$ cat config.mk
export PLATFORM = sky130hd
export DESIGN_NAME = serial_adder
export DESIGN_NICKNAME = d
export VERILOG_FILES = /design/src/rtl/serial_adder_pkg.sv /design/src/rtl/serial_adder_full_adder.sv /design/src/rtl/serial_adder.sv
export SDC_FILE = /design/constraint.sdc
export NUM_CORES = 1
export LEC_CHECK = 0
export BUFFER_PORTS_ARGS = -buffer_cell sky130_fd_sc_hd__buf_2
export CORE_ASPECT_RATIO = 0.75
export CORE_MARGIN = 5
export CORE_UTILIZATION = 55
export DETAILED_ROUTE_END_ITERATION = 8
export PLACE_DENSITY_LB_ADDON = 0.1
export SLEW_MARGIN = 5
export SYNTH_ARGS = -nofsm -noshare
export SYNTH_HDL_FRONTEND = slang
export SYNTH_SLANG_ARGS = --single-unit
$ cat constraint.sdc
create_clock -name clk -period 2.3 [get_ports clk]
set_input_delay 0.46 -clock clk [delete_from_list [all_inputs] [get_ports clk]]
set_output_delay 0.46 -clock clk [all_outputs]
set_load 0.1 [all_outputs]
$ cat src/rtl/serial_adder_pkg.sv
// Shared types and constants for the bit-serial adder/subtractor.
package serial_adder_pkg;

    // Default operand/result width in bits (legal range 2..64).
    localparam int DEFAULT_WIDTH = 8;

    // Controller states.
    typedef enum logic [1:0] {
        IDLE = 2'd0,
        RUN  = 2'd1,
        DONE = 2'd2
    } state_t;

endpackage : serial_adder_pkg

$ cat src/rtl/serial_adder_full_adder.sv
// One-bit full adder built from two half adders and an OR gate.
module full_adder (
    input  logic a,
    input  logic b,
    input  logic cin,
    output logic s,
    output logic cout
);

    logic hs1;
    logic hc1;
    logic hc2;

    // First half adder: a + b.
    assign hs1 = a ^ b;
    assign hc1 = a & b;

    // Second half adder: partial sum + carry-in.
    assign s   = hs1 ^ cin;
    assign hc2 = hs1 & cin;

    // Either half adder may generate the carry.
    assign cout = hc1 | hc2;

endmodule : full_adder

$ cat src/rtl/serial_adder.sv
// Bit-serial adder/subtractor: processes one operand bit per clock, LSB
// first, and publishes sum/carry/overflow together when the MSB completes.
module serial_adder
    import serial_adder_pkg::*;
#(
    parameter int WIDTH = DEFAULT_WIDTH
) (
    input  logic             clk,
    input  logic             rst,
    input  logic             start,
    input  logic             sub,
    input  logic [WIDTH-1:0] in1,
    input  logic [WIDTH-1:0] in2,
    output logic             busy,
    output logic             done,
    output logic [WIDTH-1:0] sum,
    output logic             count,
    output logic             ovf
);

    localparam int              IW   = $clog2(WIDTH);
    localparam logic [IW-1:0]   LAST = IW'(WIDTH - 1);

    state_t           state;
    logic [WIDTH-1:0] a_reg;
    logic [WIDTH-1:0] b_reg;
    logic [WIDTH-1:0] acc;
    logic [IW-1:0]    idx;
    logic             carry;
    logic             bit_s;
    logic             bit_c;

    full_adder u_fa (
        .a    (a_reg[idx]),
        .b    (b_reg[idx]),
        .cin  (carry),
        .s    (bit_s),
        .cout (bit_c)
    );

    // Controller, datapath registers and registered outputs.
    // Subtraction is in1 + ~in2 + 1: the latched sub bit seeds the carry,
    // so it needs no separate register afterwards. Partial sum bits build
    // up in acc and only reach sum on the final edge.
    always_ff @(posedge clk or posedge rst) begin
        if (rst) begin
            state <= IDLE;
            busy  <= 1'b0;
            done  <= 1'b0;
            sum   <= '0;
            count <= 1'b0;
            ovf   <= 1'b0;
            carry <= 1'b0;
            idx   <= '0;
            a_reg <= '0;
            b_reg <= '0;
            acc   <= '0;
        end else begin
            case (state)
                IDLE, DONE: begin
                    done <= 1'b0;
                    if (start) begin
                        a_reg <= in1;
                        b_reg <= sub ? ~in2 : in2;
                        carry <= sub;
                        idx   <= '0;
                        acc   <= '0;
                        busy  <= 1'b1;
                        state <= RUN;
                    end else begin
                        state <= IDLE;
                    end
                end
                RUN: begin
                    acc[idx] <= bit_s;
                    carry    <= bit_c;
                    if (idx == LAST) begin
                        sum   <= {bit_s, acc[WIDTH-2:0]};
                        count <= bit_c;
                        ovf   <= carry ^ bit_c;
                        busy  <= 1'b0;
                        done  <= 1'b1;
                        state <= DONE;
                    end else begin
                        idx <= idx + 1'b1;
                    end
                end
                default: begin
                    busy  <= 1'b0;
                    done  <= 1'b0;
                    state <= IDLE;
                end
            endcase
        end
    end

endmodule : serial_adder

* Yosys cells after proc, flatten, opt, wreduce, memory -nomap -nowiden
Index checks and enable logic that the tools add are counted.
Word-level totals: register bits 42, latch bits 0, RAM bits 0, memory bits (read-only) 0, output and inout port bits 12, word-level logic and storage cells 59, memories kept 0
Cells by class: add/sub/neg operators 1, $mul 0, divide/modulo/power cells 0, magnitude comparators 2, eq/ne operators 6, shift operators 0, multiplexer cells 23, bitwise gates (word level) 7, reduce and logical (&&, ||, !) cells 9
Operators by type and width (count):
- 8-bit two-way mux | 2
- 8-bit case mux with 2 select lines | 1
- 1-bit two-way mux | 9
- 8-bit bitwise mux | 1
- 8-bit inverter | 1
- 2-bit AND reduction | 4
- 1-bit binary-select mux with 3-bit select | 2
- 3-bit two-way mux | 2
- 2-bit != test (second input constant) | 3
- 3-bit case mux with 2 select lines | 1
- 3-bit by 4-bit < comparator with 1-bit output (second input constant) | 1
- 1-bit case mux with 2 select lines | 2
- 2-bit case mux with 2 select lines | 1
- 3-bit by 1-bit adder with 3-bit output (second input constant) | 1
- 1-bit demux with 3-bit select | 1
- 3-bit equality test (second input constant) | 1
- 3-bit by 1-bit >= comparator with 1-bit output (second input constant) | 1
- 3-bit AND reduction | 1
- 1-bit XOR | 3
- 1-bit AND | 2
- 2-bit by 1-bit equality test with 1-bit output (second input constant) | 1
- 2-bit equality test (second input constant) | 1
- 2-bit zero test | 1
- 2-bit two-way mux | 1
- other kinds (4) | 4

* Depth between registers and ports, before layout
Gate-level depths: netlist of the first run.
depth in word-level cells 6, mapped depth 7, mapped depth without buffers 6

* Hierarchy
Synthesis of the first run repeated with hierarchy kept, for this count alone.
Unflattened totals: cells, all modules 187, area total of the unflattened synthesis 1921.8 um^2
Modules (own cells, without submodules):
- serial_adder | times used 1, cells each 186, area each 1901.8 um^2, seq. area each 1001.0 um^2
- full_adder | times used 1, cells each 1, area each 20.0 um^2, seq. area each 0.0 um^2

* Least setup slack after synthesis of the first run
Ideal clock, no wire load.
path kind register to register, start point register idx[0], end point register count, library setup time 0.126 ns, data arrival time 1.894 ns, setup slack 0.280 ns, cell stages (with the launch flop) 6, clock period less this slack 2.020 ns, cells stage by stage dfrtp_1 > mux2_4 > a32o_1 > a211o_1 > fa_1 > mux2_2
On the way: word-level cells in the longest chain between the ends 5, elaborated cells between the ends (all ways) 10
RTL lines:
- start: declaration | RTL line serial_adder.sv:28 | logic [IW-1:0] idx;
- start signal: assignment | RTL line serial_adder.sv:85 | idx <= idx + 1'b1;
- 1-bit binary-select mux with 3-bit select, on equally long branches | RTL line serial_adder.sv:34, serial_adder.sv:35
- 1-bit two-way mux, on equally long branches | RTL line serial_adder.sv:34, serial_adder.sv:35
- 1-bit XOR | RTL line serial_adder_full_adder.sv:15 | assign hs1 = a ^ b;
- 1-bit AND | RTL line serial_adder_full_adder.sv:20 | assign hc2 = hs1 & cin;
- 1-bit bitwise OR * | RTL line serial_adder_full_adder.sv:23 | assign cout = hc1 | hc2;
- via bit_c | RTL line serial_adder.sv:31 | logic bit_c;
- end signal: assignment | RTL line serial_adder.sv:79 | count <= bit_c;
- end: declaration | RTL line serial_adder.sv:17 | output logic count,
Mark *: on every way through the listed nets, which the timed path passes. The rest lies on a longest branch. The select of a mux whose other input is x is not followed. A chain may end at the register's enable or synchronous reset.

* Final worst setup path of the first run
start point register idx[1], end point register sum[7]
On the way: word-level cells in the longest chain between the ends 4, elaborated cells between the ends (all ways) 8
RTL lines:
- 1-bit binary-select mux with 3-bit select, on equally long branches | RTL line serial_adder.sv:34, serial_adder.sv:35
- 1-bit two-way mux, on equally long branches | RTL line serial_adder.sv:34, serial_adder.sv:35
- 1-bit XOR * | RTL line serial_adder_full_adder.sv:15
- 1-bit XOR * | RTL line serial_adder_full_adder.sv:19 | assign s = hs1 ^ cin;
- via bit_s | RTL line serial_adder.sv:30 | logic bit_s;
- end signal: assignment | RTL line serial_adder.sv:78 | sum <= {bit_s, acc[WIDTH-2:0]};
- end: declaration | RTL line serial_adder.sv:16 | output logic [WIDTH-1:0] sum,
Marked as above.

==> impl_metrics.csv, run 1 <==
group,metric,value,unit
detailed_routing,drc,0,
clock_tree,cts_buffer_depth,2,
detailed_routing,drt_first_iter_violations,82,
grt,grt_pass1_wl,6200,µm
synthesis,synth_area,0.00188,mm²
sta,setup_viol,0,
placement,port_buffers,31,
clock_tree,clk_latency,300,ps
detailed_routing,wl_per_cell,14.9,µm
clock_tree,cts_buffers,5,
grt,grt.met1_usage,25.0,%
sta,fin_crit,2160,ps
floorplan,fp-row-count,18,
grt,top_usage_layer,"met2",
grt,grt_use_met3,6.97,%
grt,grt_max_degree,41,
cells_and_area,diodes,0,
sta,max_freq,0.463,GHz
cells_and_area,synthToLayoutAreaGrowth,16.8,%
placement,place_congestion,0.845,
critical_path,cp-start-kind,"flop",
sta,final.period_utilization,93.9,%
grt,antenna_found_initial,0,
clock_tree,cts_tree,"done",
floorplan,die_x,77.5,µm
critical_path,arrival,2360,ps
critical_path,path_max_fanout,10,
sta,fin_worst_skew,4.80,ps
sta,slew_headroom,49.3,%
floorplan,ios,32,
floorplan,fp.dieH,60.6,µm
clock_tree,cts.clk_slew.worst_paths,70,ps
grt,grt_use_total,17.7,%
cells_and_area,fill_cells,252,
floorplan,dieArea,0.00470,mm²
placement,hpwl,2640,µm
synthesis,synth_cell_types,28,
critical_path,crit_required,2510,ps
clock_tree,htreeDepth,2,
sta,setup_tns,0,ps
synthesis,synth-seq-cells,40,
critical_path,endpoint_kind,"flop",
outcome,status,"complete, no violations",
cells_and_area,drive_gt1_share,27.2,%
sta,hold_violations,0,
sta,slew_violations,0,
sta,worst_pin_slew,760,ps
synthesis,synth_nets,201,
grt,grt_pass1_vias,1300,
cells_and_area,fin_nets,235,
floorplan,fp.coreArea,0.00329,mm²
clock_tree,cts_sinks,40,
synthesis,synth-edff-count,0,
floorplan,start_util,57.1,%
detailed_routing,num_vias,1333,
synthesis,yosys_warnings,0,
detailed_routing,vias_per_cell,5.27,
clock_tree,root_buffer,"clkbuf_8",
job,maxCapViolCount,0,
grt,grt_use_met2,25.5,%
clock_tree,postCtsSetupRepairBufs,0,
synthesis,dominantRegCellSynth,"dfrtp_1",
clock_tree,post_cts_resized,0,
synthesis,synth-async-reset-ratio,100,%
synthesis,seq_area_frac_synth,53.3,%
synthesis,synth.avg_cell_area,10.6,µm²
clock_tree,postCtsHoldBufs,0,
critical_path,timing_worst_setup_path_type,"flop to flop",
detailed_routing,routed_wl,3770,µm
worst_hold_path,hold_class,"input port to async pin",
sta,rsz0062_at_grt,"false",
synthesis,syn_inst,178,
grt,grt_overflow,0,
detailed_routing,antenna_left,0,
detailed_routing,drt_first_pass_iters,4,
## per-layer routing
metal / share of wire [%] / wire length, µm
met5: 0 / 0
met3: 6.1 / 231
met4: 1.3 / 48
met1: 48 / 1800
met2: 45 / 1690
## Yosys cell counts (2+ instances only)
library cell	count	share of area (%)
a21oi_1	2	0.53
a221oi_1	2	0.93
a22o_1	2	0.93
buf_2	7	1.9
dfrtp_1	40	53
ha_1	2	1.3
inv_1	6	1.2
mux2_2	9	5.4
mux2i_1	10	5.3
nand2_1	48	9.6
nand2b_1	2	0.67
nand3_1	5	1.3
nor2_1	5	1.0
nor2b_1	4	1.3
nor3b_2	2	1.3
o21ai_0	12	3.2
xnor2_1	9	4.2
## cell families after synthesis
| kind of cell | Yosys count | share of synthesized area [%] |
|---|---|---|
| simple gates | 68 | 16.8 |
| flops | 40 | 53.3 |
| compound gates | 23 | 7.73 |
| mux | 20 | 11.5 |
| buf+inv | 15 | 4.06 |
| xor+xnor | 9 | 4.20 |
| fa+ha+maj | 3 | 2.40 |
## metrics by stage
stage               setup WS (ps)  cell area (µm²)  utilization, %  hold slack (ps)  cells
floorplan                     280             1880               -              438    178
global placement              244             2070            62.9              459    245
detailed placement            160             2070            62.9              466    245
CTS                           142             2190            66.7              279    253
global route                 15.5             2190            66.7              323    253
finish                        141             2190            66.7              266    253
## cell usage in the layout, fill, tap and decap left out, drive strengths merged
master / instances
a211o: 1
a21oi: 2
a221oi: 2
a22o: 2
a22oi: 1
a32o: 1
buf: 36
bufinv: 1
clkbuf: 7
dfrtp: 40
fa: 1
ha: 2
inv: 6
mux2: 10
mux2i: 10
nand2: 48
nand2b: 2
nand3: 5
nand3b: 1
nor2: 5
nor2b: 4
nor3b: 2
o21ai: 13
o221ai: 1
or3b: 1
xnor2: 9
## critical path, cell delays in order (launching register included)
cell and delay [ps]:
dfrtp_1 480, nor2b_1 220, a221oi_1 340, o221ai_1 190, fa_1 510, inv_1 110, o21ai_0 210
## final cells by class
type	count	area (µm²)	share of cell area, %
Multi-Input combinational cell	123	801	36.5
Clock buffer	7	96.3	4.39
Inverter	6	22.5	1.03
Timing Repair Buffer	36	193	8.78
Sequential cell	40	1000	45.6
Tap cell	40	50.0	2.28
Clock inverter	1	30.0	1.37
## path summary, 6_finish.rpt
path | cells after the start | end | startpoint | slack [ps]
min in group clk | 3 | a_reg[4]$_DFFE_PP0P_ | in1[4] | 350
min reg2reg | 2 | b_reg[6]$_DFFE_PP0P_ | b_reg[6]$_DFFE_PP0P_ | 480
min | 3 | a_reg[1]$_DFFE_PP0P_ | rst | 270
max in group asynchronous | 3 | sum[0]$_DFFE_PP0P_ | rst | 1680
max reg2reg | 6 | sum[7]$_DFFE_PP0P_ | idx[1]$_DFFE_PP0P_ | 140
max | 6 | sum[7]$_DFFE_PP0P_ | idx[1]$_DFFE_PP0P_ | 140
Power of run 1 is not shown: default switching activity piles up to over one toggle a cycle in this logic, so the estimate is an artifact.
==> run 2, diff against run 1 <==
- CORE_MARGIN: 5 -> 1
- CORE_UTILIZATION: 55 -> 42
==> run 2 against run 1 <==
Effect of this change:
- global-route usage decreased by 0.41 points
- critical path depth unchanged
- die area increased by 1.1%
- critical endpoint is now acc[5]$_DFFE_PP0P_
- highest routed layer unchanged
- worst hold slack improved by 23 ps
- flip-flop and latch count unchanged
==> impl_metrics.csv, run 2 (synthesis gave the netlist of run 1 again) <==
group,metric,value,unit
grt,grt_pass1_vias,1216,
sta,rsz0062_at_grt,"false",
cells_and_area,fin_nets,235,
critical_path,arrival,2270,ps
critical_path,cp.buffers_inverters,1,
critical_path,r2r_setup_slack,180,ps
sta,hold_violations,0,
detailed_routing,vias_per_cell,4.90,
job,maxCapViolCount,0,
floorplan,start_util,44.9,%
floorplan,fp-row-count,20,
sta,final.period_utilization,92.0,%
grt,grt_pass1_wl,5950,µm
clock_tree,cts_buffer_depth,2,
clock_tree,clk_latency,280,ps
sta,slew_violations,0,
floorplan,dieArea,0.00475,mm²
worst_hold_path,hold_class,"input port to async pin",
cells_and_area,final_common_cell,"nand2_1",
sta,setup_viol,0,
critical_path,critPathLaunch,"idx[1]$_DFFE_PP0P_",
sta,fin_worst_skew,7.59,ps
critical_path,timing_worst_setup_path_type,"flop to flop",
sta,setup_tns,0,ps
critical_path,critPathTopFamily,"simple AND/OR/NAND/NOR gates",
clock_tree,cts_buffers,5,
cells_and_area,synthToLayoutAreaGrowth,15.2,%
cells_and_area,drive_gt1_share,26.4,%
clock_tree,cts_sinks,40,
cells_and_area,layout_common_cells,"48 x nand2_1, 40 x dfrtp_1, 31 x buf_2",
critical_path,endpoint_kind,"flop",
critical_path,timing.rr.start,"idx[1]$_DFFE_PP0P_",
sta,max_freq,0.472,GHz
critical_path,crit_required,2460,ps
critical_path,rr_endpoint,"acc[5]$_DFFE_PP0P_",
placement,place_congestion,0.880,
clock_tree,cts_tree,"done",
detailed_routing,routed_wl,3500,µm
placement,pre_cts_slack,161,ps
sta,finalWorstSetupSlack,183,ps
floorplan,fp.dieH,59.9,µm
grt,antenna_found_initial,0,
critical_path,slowest_delay,490,ps
detailed_routing,wl_per_cell,13.1,µm
detailed_routing,antenna_left,0,
clock_tree,root_buffer,"clkbuf_8",
detailed_routing,num_vias,1308,
critical_path,cp-start-kind,"flop",
clock_tree,htreeDepth,2,
clock_tree,postCtsSetupRepairBufs,0,
sta,slew_headroom,46.5,%
floorplan,die_x,79.2,µm
sta,worst_pin_slew,801,ps
critical_path,path_max_fanout,10,
clock_tree,cts.clk_slew.worst_paths,70,ps
floorplan,ios,32,
detailed_routing,drt_first_iter_violations,41,
grt,grt_overflow,0,
detailed_routing,drt_first_pass_iters,4,
placement,hpwl,2610,µm
clock_tree,post_cts_resized,0,
sta,fin_crit,2120,ps
grt,grt_max_degree,41,
clock_tree,postCtsHoldBufs,0,
cells_and_area,diodes,0,
critical_path,cp_slowest_cell,"or3b_2",
critical_path,crit_chain,"or3b_2 -> a21oi_1 -> a211o_1 -> fa_1 -> inv_1 -> mux2i_1",
placement,port_buffers,31,
outcome,status,"complete, no violations",
detailed_routing,drc,0,
floorplan,fp.coreArea,0.00418,mm²
critical_path,r2r_cells,6,
grt,grt_use_total,17.3,%
[run 2: final cells by class]
type	instances	area [µm²]
fill	391	2020
clock buffer	6	72.6
multi-input combinational	123	801
clock inverter	1	5.00
timing repair buffer	36	193
sequential	40	1000
tap	55	68.8
inverter	6	22.5
[run 2: metal layers]
layer	vias to the layer above	routed length [µm]	GRT usage (%)
met3	5	124	4.58
met5	-	0	0
met4	0	33	6.23
li1	657	-	-
met1	624	1840	25.6
met2	22	1510	24.4
[run 2: per-stage QoR]
| stage | hold slack [ps] | util (%) | instances | area, µm² |
|---|---|---|---|---|
| after floorplan | 438 | - | 178 | 1880 |
| after global placement | 464 | 49.9 | 260 | 2090 |
| after detailed placement | 461 | 49.9 | 260 | 2090 |
| after CTS | 302 | 51.8 | 267 | 2160 |
| after global routing | 342 | 51.8 | 267 | 2160 |
| final | 289 | 51.8 | 267 | 2160 |
[run 2: worst max-delay path by stage]
stage | endpoint | slack (ps) | cells past startpoint
after floorplan | count$_DFFE_PP0P_ | 280 | 5
after global placement | sum[7]$_DFFE_PP0P_ | 220 | 6
after detailed placement | sum[7]$_DFFE_PP0P_ | 160 | 7
after CTS | acc[1]$_DFFE_PP0P_ | 170 | 7
after global routing | acc[1]$_DFFE_PP0P_ | 60 | 6
final | acc[5]$_DFFE_PP0P_ | 180 | 6
[run 2: tightest hold or removal path, delay by kind of cell]
family,cells,cell delay [ps]
buf+inv,3,550
Power of run 2 is left out for the same reason.
==> run 3, diff against run 2 <==
- CTS_BUF_LIST: unset -> sky130_fd_sc_hd__clkbuf_8
==> run 3 against run 2 <==
Effect of this change:
- cell area is the same
- flip-flop and latch count is the same
- wire length grew 0.69%
- register-to-register slack is essentially flat
- via count grew 0.38%
- clock skew grew 0.91 ps
- critical path type unchanged
- first-iteration DRC count is the same
- largest cell class unchanged
- clock-buffer cell count shrank 1
- fmax is essentially flat
- critical path depth is the same
- final cell count is the same
==> impl_metrics.csv, run 3 (synthesis gave the netlist of run 1 again) <==
group,metric,value,unit
outcome,status,"complete, no violations",
cells_and_area,fin_nets,235,
critical_path,timing_worst_setup_path_type,"flop to flop",
worst_hold_path,hold_class,"input port to async pin",
critical_path,timing.rr.start,"idx[1]$_DFFE_PP0P_",
placement,place_congestion,0.880,
sta,max_freq,0.472,GHz
floorplan,fp.coreArea,0.00418,mm²
floorplan,dieArea,0.00475,mm²
grt,grt_use_total,17.3,%
clock_tree,clk_latency,290,ps
critical_path,cp-start-kind,"flop",
critical_path,path_max_fanout,10,
critical_path,crit_required,2460,ps
detailed_routing,num_vias,1313,
clock_tree,cts_tree,"done",
placement,place_area,0.00209,mm²
placement,port_buffers,31,
cells_and_area,fin_area,0.00216,mm²
sta,rsz0062_at_grt,"false",
sta,setup_viol,0,
cells_and_area,diodes,0,
sta,hold_violations,0,
cells_and_area,layout_common_cells,"48 x nand2_1, 40 x dfrtp_1, 31 x buf_2",
grt,grt_pass1_vias,1216,
clock_tree,cts_buffer_depth,2,
cells_and_area,synthToLayoutAreaGrowth,15.2,%
clock_tree,cts_sinks,40,
cells_and_area,final_common_cell,"nand2_1",
floorplan,fp-row-count,20,
floorplan,die_x,79.2,µm
clock_tree,htreeDepth,2,
sta,slew_headroom,46.2,%
detailed_routing,vias_per_cell,4.92,
detailed_routing,antenna_left,0,
sta,worst_pin_slew,805,ps
floorplan,start_util,44.9,%
detailed_routing,wl_per_cell,13.2,µm
detailed_routing,drc,0,
grt,grt_max_degree,41,
grt,grt_overflow,0,
sta,fin_crit,2120,ps
clock_tree,cts_buffers,5,
clock_tree,postCtsSetupRepairBufs,0,
grt,antenna_found_initial,0,
critical_path,endpoint_kind,"flop",
cells_and_area,drive_gt1_share,26.4,%
detailed_routing,routed_wl,3520,µm
sta,fin_worst_skew,8.50,ps
clock_tree,post_cts_resized,0,
grt,grt_pass1_wl,5950,µm
floorplan,ios,32,
clock_tree,postCtsHoldBufs,0,
detailed_routing,drt_first_iter_violations,41,
sta,setup_tns,0,ps
critical_path,arrival,2270,ps
clock_tree,root_buffer,"clkbuf_8",
job,maxCapViolCount,0,
sta,final.period_utilization,92.1,%
critical_path,critPathLaunch,"idx[1]$_DFFE_PP0P_",
detailed_routing,drt_first_pass_iters,4,
placement,hpwl,2610,µm
clock_tree,cts.clk_slew.worst_paths,70,ps
floorplan,fp.dieH,59.9,µm
sta,slew_violations,0,
==> run 3: cell types whose count changed in the layout (fill, tap and decap cells not counted) <==
cell and change:
clkbuf_1 -1, inv_1 +1
==> run 3: through the flow <==
step	util, %	hold slack, ps	instances	setup WS, ps
2_1_floorplan	-	438	178	280
3_3_place_gp	49.9	464	260	222
3_5_place_dp	49.9	461	260	161
4_1_cts	51.8	300	267	173
5_1_grt	51.8	342	267	61.6
6_report	51.8	288	267	182
==> run 3: path summary, 6_finish.rpt <==
check / to / slack [ps] / depth (start not counted)
max in group asynchronous: sum[0]$_DFFE_PP0P_ / 1660 / 3
min reg2reg: a_reg[5]$_DFFE_PP0P_ / 480 / 2
min: idx[0]$_DFFE_PP0P_ / 290 / 3
max: acc[5]$_DFFE_PP0P_ / 180 / 6
min in group clk: a_reg[3]$_DFFE_PP0P_ / 360 / 3
max reg2reg: acc[5]$_DFFE_PP0P_ / 180 / 6
==> run 3: cell type report <==
class	instances	area [µm²]
Fill cell	391	2020
Clock inverter	2	8.76
Timing Repair Buffer	36	193
Tap cell	55	68.8
Multi-Input combinational cell	123	801
Clock buffer	5	68.8
Inverter	6	22.5
Sequential cell	40	1000
==> run 3: critical path, cell delays in order, from the launching register on <==
cell and delay [ps]:
dfrtp_1 480, or3b_2 490, a21oi_1 180, a211o_1 130, fa_1 410, inv_1 190, mux2i_1 110
==> run 3: per-layer routing <==
layer,GRT usage (%),part of all wire (%)
met1,25.6,53
met4,6.23,0.94
met5,0,0
met2,24.4,43
met3,4.58,3.6
Power of run 3 is left out for the same reason.
